==> src/rtl/if_id_queue.sv <==
// ----------------------------------------------------------------------------
// if_id_queue
// ----------------------------------------------------------------------------
// Purpose:
//    Instruction queue between the fetch (IF) and decode (ID) stages. Fetch
//    pushes {instruction, PC}. Decode pops the head entry. The head entry is
//    presented with the fields decode needs: the instruction word, PC + 4,
//    the 16-bit immediate and the rs/rt/rd register specifiers. While the
//    queue is empty, the head shows NOP_INSTR and a PC + 4 of zero. A flush
//    from branch/jump resolution discards every entry on the next edge.
//
// Parameters:
//    DEPTH      - number of entries (power of two, >= 2)
//    NOP_INSTR  - instruction word presented while the queue is empty
//
// Ports:
//    clk          in   single clock, rising edge
//    reset        in   asynchronous active-high reset
//    in_valid     in   fetch offers an instruction this cycle
//    in_instr     in   fetched instruction word
//    in_pc        in   address of in_instr
//    in_ready     out  queue accepts a push this cycle (count != DEPTH)
//    flush        in   synchronous discard of all entries
//    out_ready    in   decode consumes the head entry this cycle
//    out_valid    out  head entry is valid (count != 0)
//    out_instr    out  head instruction word
//    out_pc_plus4 out  head PC + 4 (32-bit wrap)
//    out_imm16    out  out_instr[15:0]
//    out_rs       out  out_instr[25:21]
//    out_rt       out  out_instr[20:16]
//    out_rd       out  out_instr[15:11]
//    count        out  number of valid entries
//
// Every output comes directly from a register or is a bit slice of one. The
// head word and the flags are computed one cycle ahead from the next-state
// values. This keeps in_ready free of any combinational path from out_ready.
// ----------------------------------------------------------------------------
module if_id_queue #(
   parameter int          DEPTH     = 2,
   parameter logic [31:0] NOP_INSTR = 32'h00000000
) (
   input  logic                       clk,
   input  logic                       reset,
   input  logic                       in_valid,
   input  logic [31:0]                in_instr,
   input  logic [31:0]                in_pc,
   output logic                       in_ready,
   input  logic                       flush,
   input  logic                       out_ready,
   output logic                       out_valid,
   output logic [31:0]                out_instr,
   output logic [31:0]                out_pc_plus4,
   output logic [15:0]                out_imm16,
   output logic [4:0]                 out_rs,
   output logic [4:0]                 out_rt,
   output logic [4:0]                 out_rd,
   output logic [$clog2(DEPTH):0]     count
);

   localparam int PTR_W = (DEPTH > 1) ? $clog2(DEPTH) : 1;
   localparam int CNT_W = $clog2(DEPTH) + 1;

   localparam logic [CNT_W-1:0] FULL_CNT  = CNT_W'(DEPTH);
   localparam logic [CNT_W-1:0] EMPTY_CNT = {CNT_W{1'b0}};
   localparam logic [CNT_W-1:0] ONE_CNT   = CNT_W'(1);
   localparam logic [PTR_W-1:0] ZERO_PTR  = {PTR_W{1'b0}};
   localparam logic [PTR_W-1:0] ONE_PTR   = PTR_W'(1);

   // The entry storage is not reset. Entries are only readable while count
   // marks them valid, and the empty head is forced to NOP_INSTR.
   logic [31:0]      instrMem_r [DEPTH];
   logic [31:0]      pcPlus4Mem_r [DEPTH];

   logic [PTR_W-1:0] rdPtr_r;
   logic [PTR_W-1:0] wrPtr_r;
   logic [CNT_W-1:0] count_r;
   logic             inReady_r;
   logic             outValid_r;
   logic [31:0]      headInstr_r;
   logic [31:0]      headPcPlus4_r;

   logic             push_s;
   logic             pop_s;
   logic [31:0]      inPcPlus4_s;
   logic [PTR_W-1:0] rdPtrNext_s;
   logic [PTR_W-1:0] wrPtrNext_s;
   logic [CNT_W-1:0] countNext_s;
   logic [31:0]      headInstrNext_s;
   logic [31:0]      headPcPlus4Next_s;

   // Handshakes use the registered flags, so neither depends on the other side's ready.
   always_comb begin
      push_s      = in_valid & inReady_r;
      pop_s       = outValid_r & out_ready;
      inPcPlus4_s = in_pc + 32'd4;
   end

   // Next pointers and count. Flush wins over any push or pop in the same cycle.
   always_comb begin
      rdPtrNext_s = rdPtr_r;
      wrPtrNext_s = wrPtr_r;
      countNext_s = count_r;
      if (flush) begin
         rdPtrNext_s = ZERO_PTR;
         wrPtrNext_s = ZERO_PTR;
         countNext_s = EMPTY_CNT;
      end else begin
         if (push_s) begin
            wrPtrNext_s = wrPtr_r + ONE_PTR;
         end else begin
            wrPtrNext_s = wrPtr_r;
         end
         if (pop_s) begin
            rdPtrNext_s = rdPtr_r + ONE_PTR;
         end else begin
            rdPtrNext_s = rdPtr_r;
         end
         case ({push_s, pop_s})
            2'b10:   countNext_s = count_r + ONE_CNT;
            2'b01:   countNext_s = count_r - ONE_CNT;
            default: countNext_s = count_r;
         endcase
      end
   end

   // Head entry for the next cycle. The entry being written this cycle lands
   // at the head when the next read pointer equals the current write pointer
   // and a push is under way. That happens on a push into an empty queue, or
   // on a push+pop with a single entry. Storage is not yet updated in either
   // case, so the incoming values are forwarded into the head register.
   always_comb begin
      headInstrNext_s   = NOP_INSTR;
      headPcPlus4Next_s = 32'h00000000;
      if (countNext_s == EMPTY_CNT) begin
         headInstrNext_s   = NOP_INSTR;
         headPcPlus4Next_s = 32'h00000000;
      end else if (push_s && (wrPtr_r == rdPtrNext_s)) begin
         headInstrNext_s   = in_instr;
         headPcPlus4Next_s = inPcPlus4_s;
      end else begin
         headInstrNext_s   = instrMem_r[rdPtrNext_s];
         headPcPlus4Next_s = pcPlus4Mem_r[rdPtrNext_s];
      end
   end

   // Entry storage write. A push that coincides with a flush is dropped.
   always_ff @(posedge clk) begin
      if (push_s && !flush) begin
         instrMem_r[wrPtr_r]   <= in_instr;
         pcPlus4Mem_r[wrPtr_r] <= inPcPlus4_s;
      end else begin
         instrMem_r[wrPtr_r]   <= instrMem_r[wrPtr_r];
         pcPlus4Mem_r[wrPtr_r] <= pcPlus4Mem_r[wrPtr_r];
      end
   end

   // Control state and registered outputs. Reset clears them immediately.
   always_ff @(posedge clk or posedge reset) begin
      if (reset) begin
         rdPtr_r       <= ZERO_PTR;
         wrPtr_r       <= ZERO_PTR;
         count_r       <= EMPTY_CNT;
         inReady_r     <= 1'b1;
         outValid_r    <= 1'b0;
         headInstr_r   <= NOP_INSTR;
         headPcPlus4_r <= 32'h00000000;
      end else begin
         rdPtr_r       <= rdPtrNext_s;
         wrPtr_r       <= wrPtrNext_s;
         count_r       <= countNext_s;
         inReady_r     <= (countNext_s != FULL_CNT);
         outValid_r    <= (countNext_s != EMPTY_CNT);
         headInstr_r   <= headInstrNext_s;
         headPcPlus4_r <= headPcPlus4Next_s;
      end
   end

   // Output ports: registers and bit slices of the head instruction register.
   always_comb begin
      in_ready     = inReady_r;
      out_valid    = outValid_r;
      count        = count_r;
      out_instr    = headInstr_r;
      out_pc_plus4 = headPcPlus4_r;
      out_imm16    = headInstr_r[15:0];
      out_rs       = headInstr_r[25:21];
      out_rt       = headInstr_r[20:16];
      out_rd       = headInstr_r[15:11];
   end

endmodule

==> config.mk <==
export PLATFORM = sky130hd
export DESIGN_NAME = if_id_queue
export DESIGN_NICKNAME = d
export VERILOG_FILES = /design/src/rtl/if_id_queue.sv
export SDC_FILE = /design/constraint.sdc
export NUM_CORES = 1
export LEC_CHECK = 0
export ABC_CLOCK_PERIOD_IN_PS = 17470
export CAP_MARGIN = 30
export CORE_UTILIZATION = 55
export DETAILED_ROUTE_END_ITERATION = 10
export PLACE_DENSITY = 0.84
export SKIP_CTS_REPAIR_TIMING = 1
export SYNTH_ARGS = -nofsm -noshare
export SYNTH_HDL_FRONTEND = slang
export SYNTH_SLANG_ARGS = --single-unit
export TNS_END_PERCENT = 100
==> constraint.sdc <==
create_clock -name clk -period 17.47 [get_ports clk]
set_clock_uncertainty 0.15 [all_clocks]
set_input_delay 5.241 -clock clk [delete_from_list [all_inputs] [get_ports clk]]
set_output_delay 5.241 -clock clk [all_outputs]
set_load 0.02 [all_outputs]
==> results.ini, run 1 <==
[place]
gp_congestion=0.846
dpl.hpwl_um=10600
numPortBuffers=167

[worst_setup_path]
worstPathArrival_ps=8560
worstPathRequired_ps=17640
path_class=input port to flop
worstSetupStartpointType=input port
crit_path_max_fanout=78
r2r_start=out_valid
rr_worst_depth=7
r2r_slack_ps=13960
rr_endpoint=out_pc_plus4[12]
cp-end-kind=flop

[power]
power.total_w=0.00138
power.leakage_nw=3.73
ir_drop_v=0.0000864
p_per_area_nw_per_um2=133

[synthesis]
synthSimpleGateAreaFrac=0.0749
yosysUniqueCellTypes=40
syn_area_um2=8190
ys_warn_count=0
synth_mux_area_frac=0.0796
ys_top_cells_by_area=edfxtp_1 (47%), dfrtp_1 (21%), mux2i_1 (7.8%)
synth_edf_count=128
seq_area_frac_synth=0.684
synth-compound-area-share=0.0760
synthMostInstantiatedCell=edfxtp_1
synth_seq_cells=198
synth_cells=565
yosysTopAreaCellShare=0.470
synthAdderAreaFrac=0.00306
synthFlopType=edfxtp_1
syn_avg_cell_area_um2=14.5
ys_async_sr_fraction=0.354
synth_fp_nets=636
ys_top_cells_by_count=edfxtp_1 (128), dfrtp_1 (69), mux2i_1 (64), nor2_1 (54), a211oi_1 (47)
synth_xor_area_frac=0.0361
synth_top_family_by_area=multiplexers
yosysTopAreaCell=edfxtp_1

[clock_network]
tritoncts=yes
clock-sinks=198
clockRootBuffer=clkbuf_16
path_clk_slew_ps=70
cts_buffers=17
clock_latency_ps=420
clockBufferDepth=2
htree_levels=4

[die]
io_pins=168
coreArea_um2=14500
die_y_um=124
rows=44
fp.dieW_um=124
initial_core_util=0.563
dieArea_um2=15400

[sta]
min_period_over_period=0.480
setup_viol=0
min_period_ps=8390
slew_violations=0
slew-limit-headroom=0.377
fin_setup_tns_ps=0
tightest_slew_ps=935
max_freq_mhz=119
finalHoldViolations=0
rsz0062_at_grt=false

[layout]
area_growth_pct=27.1
fillers=963
antenna_cells=0
drive_gt1_frac=0.0858
nets=769

[min_path]
min_path_type=flop to flop
min_path_cells=2
min_to=out_instr[22]
min_from=instrMem_r[0][22]

[detailed_routing]
ant_nets=0
post_drt_via_cell_ratio=5.60
dr.pass1.iters=5
dr_total_vias=5016
drc_errors=0
drt-initial-drc-count=434
routedWlPerCell_um=18.2
routed_wl_um=16300

[global_routing]
grt_antenna_before_repair=0
grt_max_degree=79
grt_usage=0.224
grt_pass1_wl_um=25100
grt_pass1_vias=4860
grt-ovfl-total=0

[job]
drv_cap=0

[status]
run_status=complete, no violations

## through the flow
step,instance area (um2),instances,utilization,worst slack [ps],hold slack [ps]
3_3_place_gp,9810,861,0.675,8000,432
5_1_grt,10400,895,0.716,8840,502
3_5_place_dp,9860,863,0.678,8630,450
2_1_floorplan,8190,565,-,6620,425
6_report,10400,895,0.716,9080,458
4_1_cts,10400,895,0.716,9080,460
## cells in the final DEF, fill, tap and decap left out, types with 4 or more instances in the layout
master	n
clkdlybuf4s50_1	167
edfxtp_1	128
dfrtp_1	69
mux2i_1	63
nor2_1	54
a211oi_1	47
a21oi_1	20
o21a_1	18
xor2_1	17
clkbuf_16	17
nand2_1	13
xnor2_1	13
nand4_1	8
nand3_1	7
nor3_2	6
buf_4	6
nor4_1	4
clkinvlp_4	4
clkinv_4	4
## worst max path at each step
stage	end	slack, ps	from	cells after the start
CTS	out_pc_plus4[10]	9080	flush	7
floorplan	instrMem_r[1][0]	6620	flush	2
global placement	out_pc_plus4[19]	8000	flush	7
detailed placement	out_pc_plus4[12]	8630	flush	7
finish	out_pc_plus4[12]	9080	flush	7
global route	out_pc_plus4[7]	8840	flush	7
## power by group
part	leakage (nW)	total (W)	internal, W	switching [W]
Sequential	2.10	0.000605	0.000574	0.0000305
Clock	0.255	0.000356	0.000188	0.000167
Combinational	1.38	0.000420	0.000186	0.000234
Total	3.73	0.00138	0.000949	0.000432
## worst max-delay path, cell delays in order
cell and delay (ps):
clkdlybuf4s50_1 610, a21oi_4 200, buf_4 550, mux2i_4 810, buf_4 720, nor2_1 100
a211oi_1 280
## registers in the layout, summed over array words and instances, names as in the netlist
name,flops
pcPlus4Mem_r,64
in_ready,1
rdPtr_r,1
count,2
out_instr,32
out_valid,1
wrPtr_r,1
out_pc_plus4,32
instrMem_r,64
## cell type report
type / count / area, um2 / area share
Clock buffer: 20 / 447 / 0.0429
Clock inverter: 12 / 98.8 / 0.00950
Tap cell: 184 / 230 / 0.0221
Timing Repair Buffer: 175 / 1760 / 0.170
Sequential cell: 198 / 5600 / 0.538
Inverter: 4 / 16.3 / 0.00156
Multi-Input combinational cell: 302 / 2250 / 0.216
## routing by layer
metal / up-vias / track usage / share of wire
met3: 2 / 0.0513 / 0.053
met5: - / 0 / 0
met1: 2481 / 0.285 / 0.42
li1: 2352 / - / -
met2: 181 / 0.381 / 0.52
met4: 0 / 0.0692 / 0.0024
## cells by family after synthesis
logic type	count (synthesis)
adder cells (fa/ha/maj)	2
flip-flops	198
AO/OA/AOI/OAI	90
XOR/XNOR	32
buffers and inverters	65
AND/OR/NAND/NOR	113
multiplexers	65
No activity file was read; power rests on OpenSTA's default activity.
==> run 2, diff against run 1 <==
--- a/config.mk
+++ b/config.mk
@@ -5,11 +5,11 @@
 export SDC_FILE = /design/constraint.sdc
 export NUM_CORES = 1
 export LEC_CHECK = 0
-export ABC_CLOCK_PERIOD_IN_PS = 17470
+export ABC_CLOCK_PERIOD_IN_PS = 8100
 export CAP_MARGIN = 30
-export CORE_UTILIZATION = 55
+export CORE_UTILIZATION = 51
 export DETAILED_ROUTE_END_ITERATION = 10
-export PLACE_DENSITY = 0.84
+export PLACE_DENSITY = 0.79
 export SKIP_CTS_REPAIR_TIMING = 1
 export SYNTH_ARGS = -nofsm -noshare
 export SYNTH_HDL_FRONTEND = slang
==> constraint.sdc (replaced) <==
create_clock -name clk -period 8.1 [get_ports clk]
set_clock_uncertainty 0.15 [all_clocks]
set_input_delay 2.43 -clock clk [delete_from_list [all_inputs] [get_ports clk]]
set_output_delay 2.43 -clock clk [all_outputs]
set_load 0.02 [all_outputs]
==> results.ini, run 2 (synthesized netlist as in run 1, its figures left out) <==
[layout]
final_cell_mix=clkdlybuf4s50_1 (167), edfxtp_1 (128), dfrtp_1 (69), mux2i_1 (63), nor2_1 (54)
fillers=1070
reg.largest.list=instrMem_r (64), pcPlus4Mem_r (64)
final_common_cell=clkdlybuf4s50_1
drive_gt1_frac=0.0812
nets=772
antenna_cells=0
area_growth_pct=27.7
layout.cells.non_filler=925
final_area_um2=10500

[die]
dieArea_um2=16600
rows=45
fp.dieW_um=129
coreArea_um2=15400
initial_core_util=0.531
die_y_um=129
io_pins=168

[detailed_routing]
post_drt_via_cell_ratio=5.40
routedWlPerCell_um=17.1
routed_wl_um=15800
drc_errors=0
drt-initial-drc-count=379
dr.pass1.iters=6
ant_nets=0
dr_total_vias=4997

[clock_network]
tritoncts=yes
clock-sinks=198
path_clk_slew_ps=60
clock_latency_ps=420
cts_buffers=17
clockRootBuffer=clkbuf_16
clockBufferDepth=2
htree_levels=4

[place]
gp_congestion=0.903
dpl.hpwl_um=10300
numPortBuffers=167
place_area_um2=9890
dp_slack_ps=2840
numPlacedInstances=892

[worst_setup_path]
worstSetupStartpointType=input port
cp-end-kind=flop
critPathMostFrequentCell=nand2_1
path_class=input port to flop
cp_slowest_cell=buf_4
worstPathRequired_ps=8270
worstPathArrival_ps=4990
slowest_delay_ps=550
crit_buf_inv=2
cp_cell_sequence=clkdlybuf4s50_1 -> nand2_1 -> ha_1 -> xor2_1 -> nand2_1 -> o21ai_4 -> buf_4 -> a21oi_1 -> o21a_1
crit_family=buffers and inverters
crit_path_max_fanout=45

[power]
p_per_area_nw_per_um2=284
ir_drop_v=0.000156
power.total_w=0.00297
power.leakage_nw=3.75

[sta]
slew_violations=0
setup_viol=0
max_freq_mhz=207
finalHoldViolations=0
min_period_ps=4820
fin_setup_tns_ps=0
min_period_over_period=0.595
worst_slack_ps=3280
tightest_slew_ps=797
slew-limit-headroom=0.468
rsz0062_at_grt=false

[global_routing]
grt_pass1_wl_um=25400
grt-ovfl-total=0
grt_max_degree=81
grt_antenna_before_repair=0
grt_usage=0.206
grt_pass1_vias=5047

[job]
drv_cap=0

[min_path]
min_path_type=flop to flop

[status]
run_status=complete, no violations

run 2: metrics by stage:
| step | hold WS [ps] | util |
|---|---|---|
| floorplan | 425 | - |
| global placement | 431 | 0.639 |
| detailed placement | 444 | 0.641 |
| CTS | 453 | 0.676 |
| global route | 480 | 0.678 |
| finish | 446 | 0.678 |
run 2: tightest hold or removal path, stage by stage, from the launching register on:
cell	delay [ps]
edfxtp_1	350
mux2i_1	130
a211oi_1	80
run 2: per-layer routing:
| metal | vias up | part of all wire | global-route usage | routed length, um |
|---|---|---|---|---|
| met5 | - | 0 | 0 | 0 |
| met3 | 18 | 0.052 | 0.0416 | 816 |
| met4 | 0 | 0.011 | 0.0727 | 177 |
| met1 | 2468 | 0.43 | 0.262 | 6790 |
| met2 | 175 | 0.51 | 0.352 | 8040 |
| li1 | 2336 | - | - | - |
run 2: layout make-up:
type | instances | area (um2) | share of cell area
inverter | 4 | 16.3 | 0.00156
timing repair buffer | 178 | 1790 | 0.172
clock buffer | 27 | 483 | 0.0462
tap | 211 | 264 | 0.0253
multi-input combinational | 302 | 2250 | 0.215
sequential | 198 | 5600 | 0.535
clock inverter | 5 | 52.6 | 0.00503
run 2: power breakdown:
group	switching [W]	total, W	internal, W
Clock	0.000327	0.000766	0.000439
Combinational	0.000505	0.000904	0.000399
Sequential	0.0000655	0.00130	0.00124
run 2: path summary, 6_finish.rpt:
kind	slack, ps	start	endpoint	cells after the start
worst max-delay path	3280	in_valid	out_pc_plus4[26]	9
worst min-delay path	450	instrMem_r[0][12]	out_instr[12]	2
worst max register to register	5270	in_ready	out_pc_plus4[26]	8
worst min register to register	450	instrMem_r[0][12]	out_instr[12]	2
max in group asynchronous	5030	reset	in_ready	4
min in group asynchronous	2170	reset	out_pc_plus4[0]	3
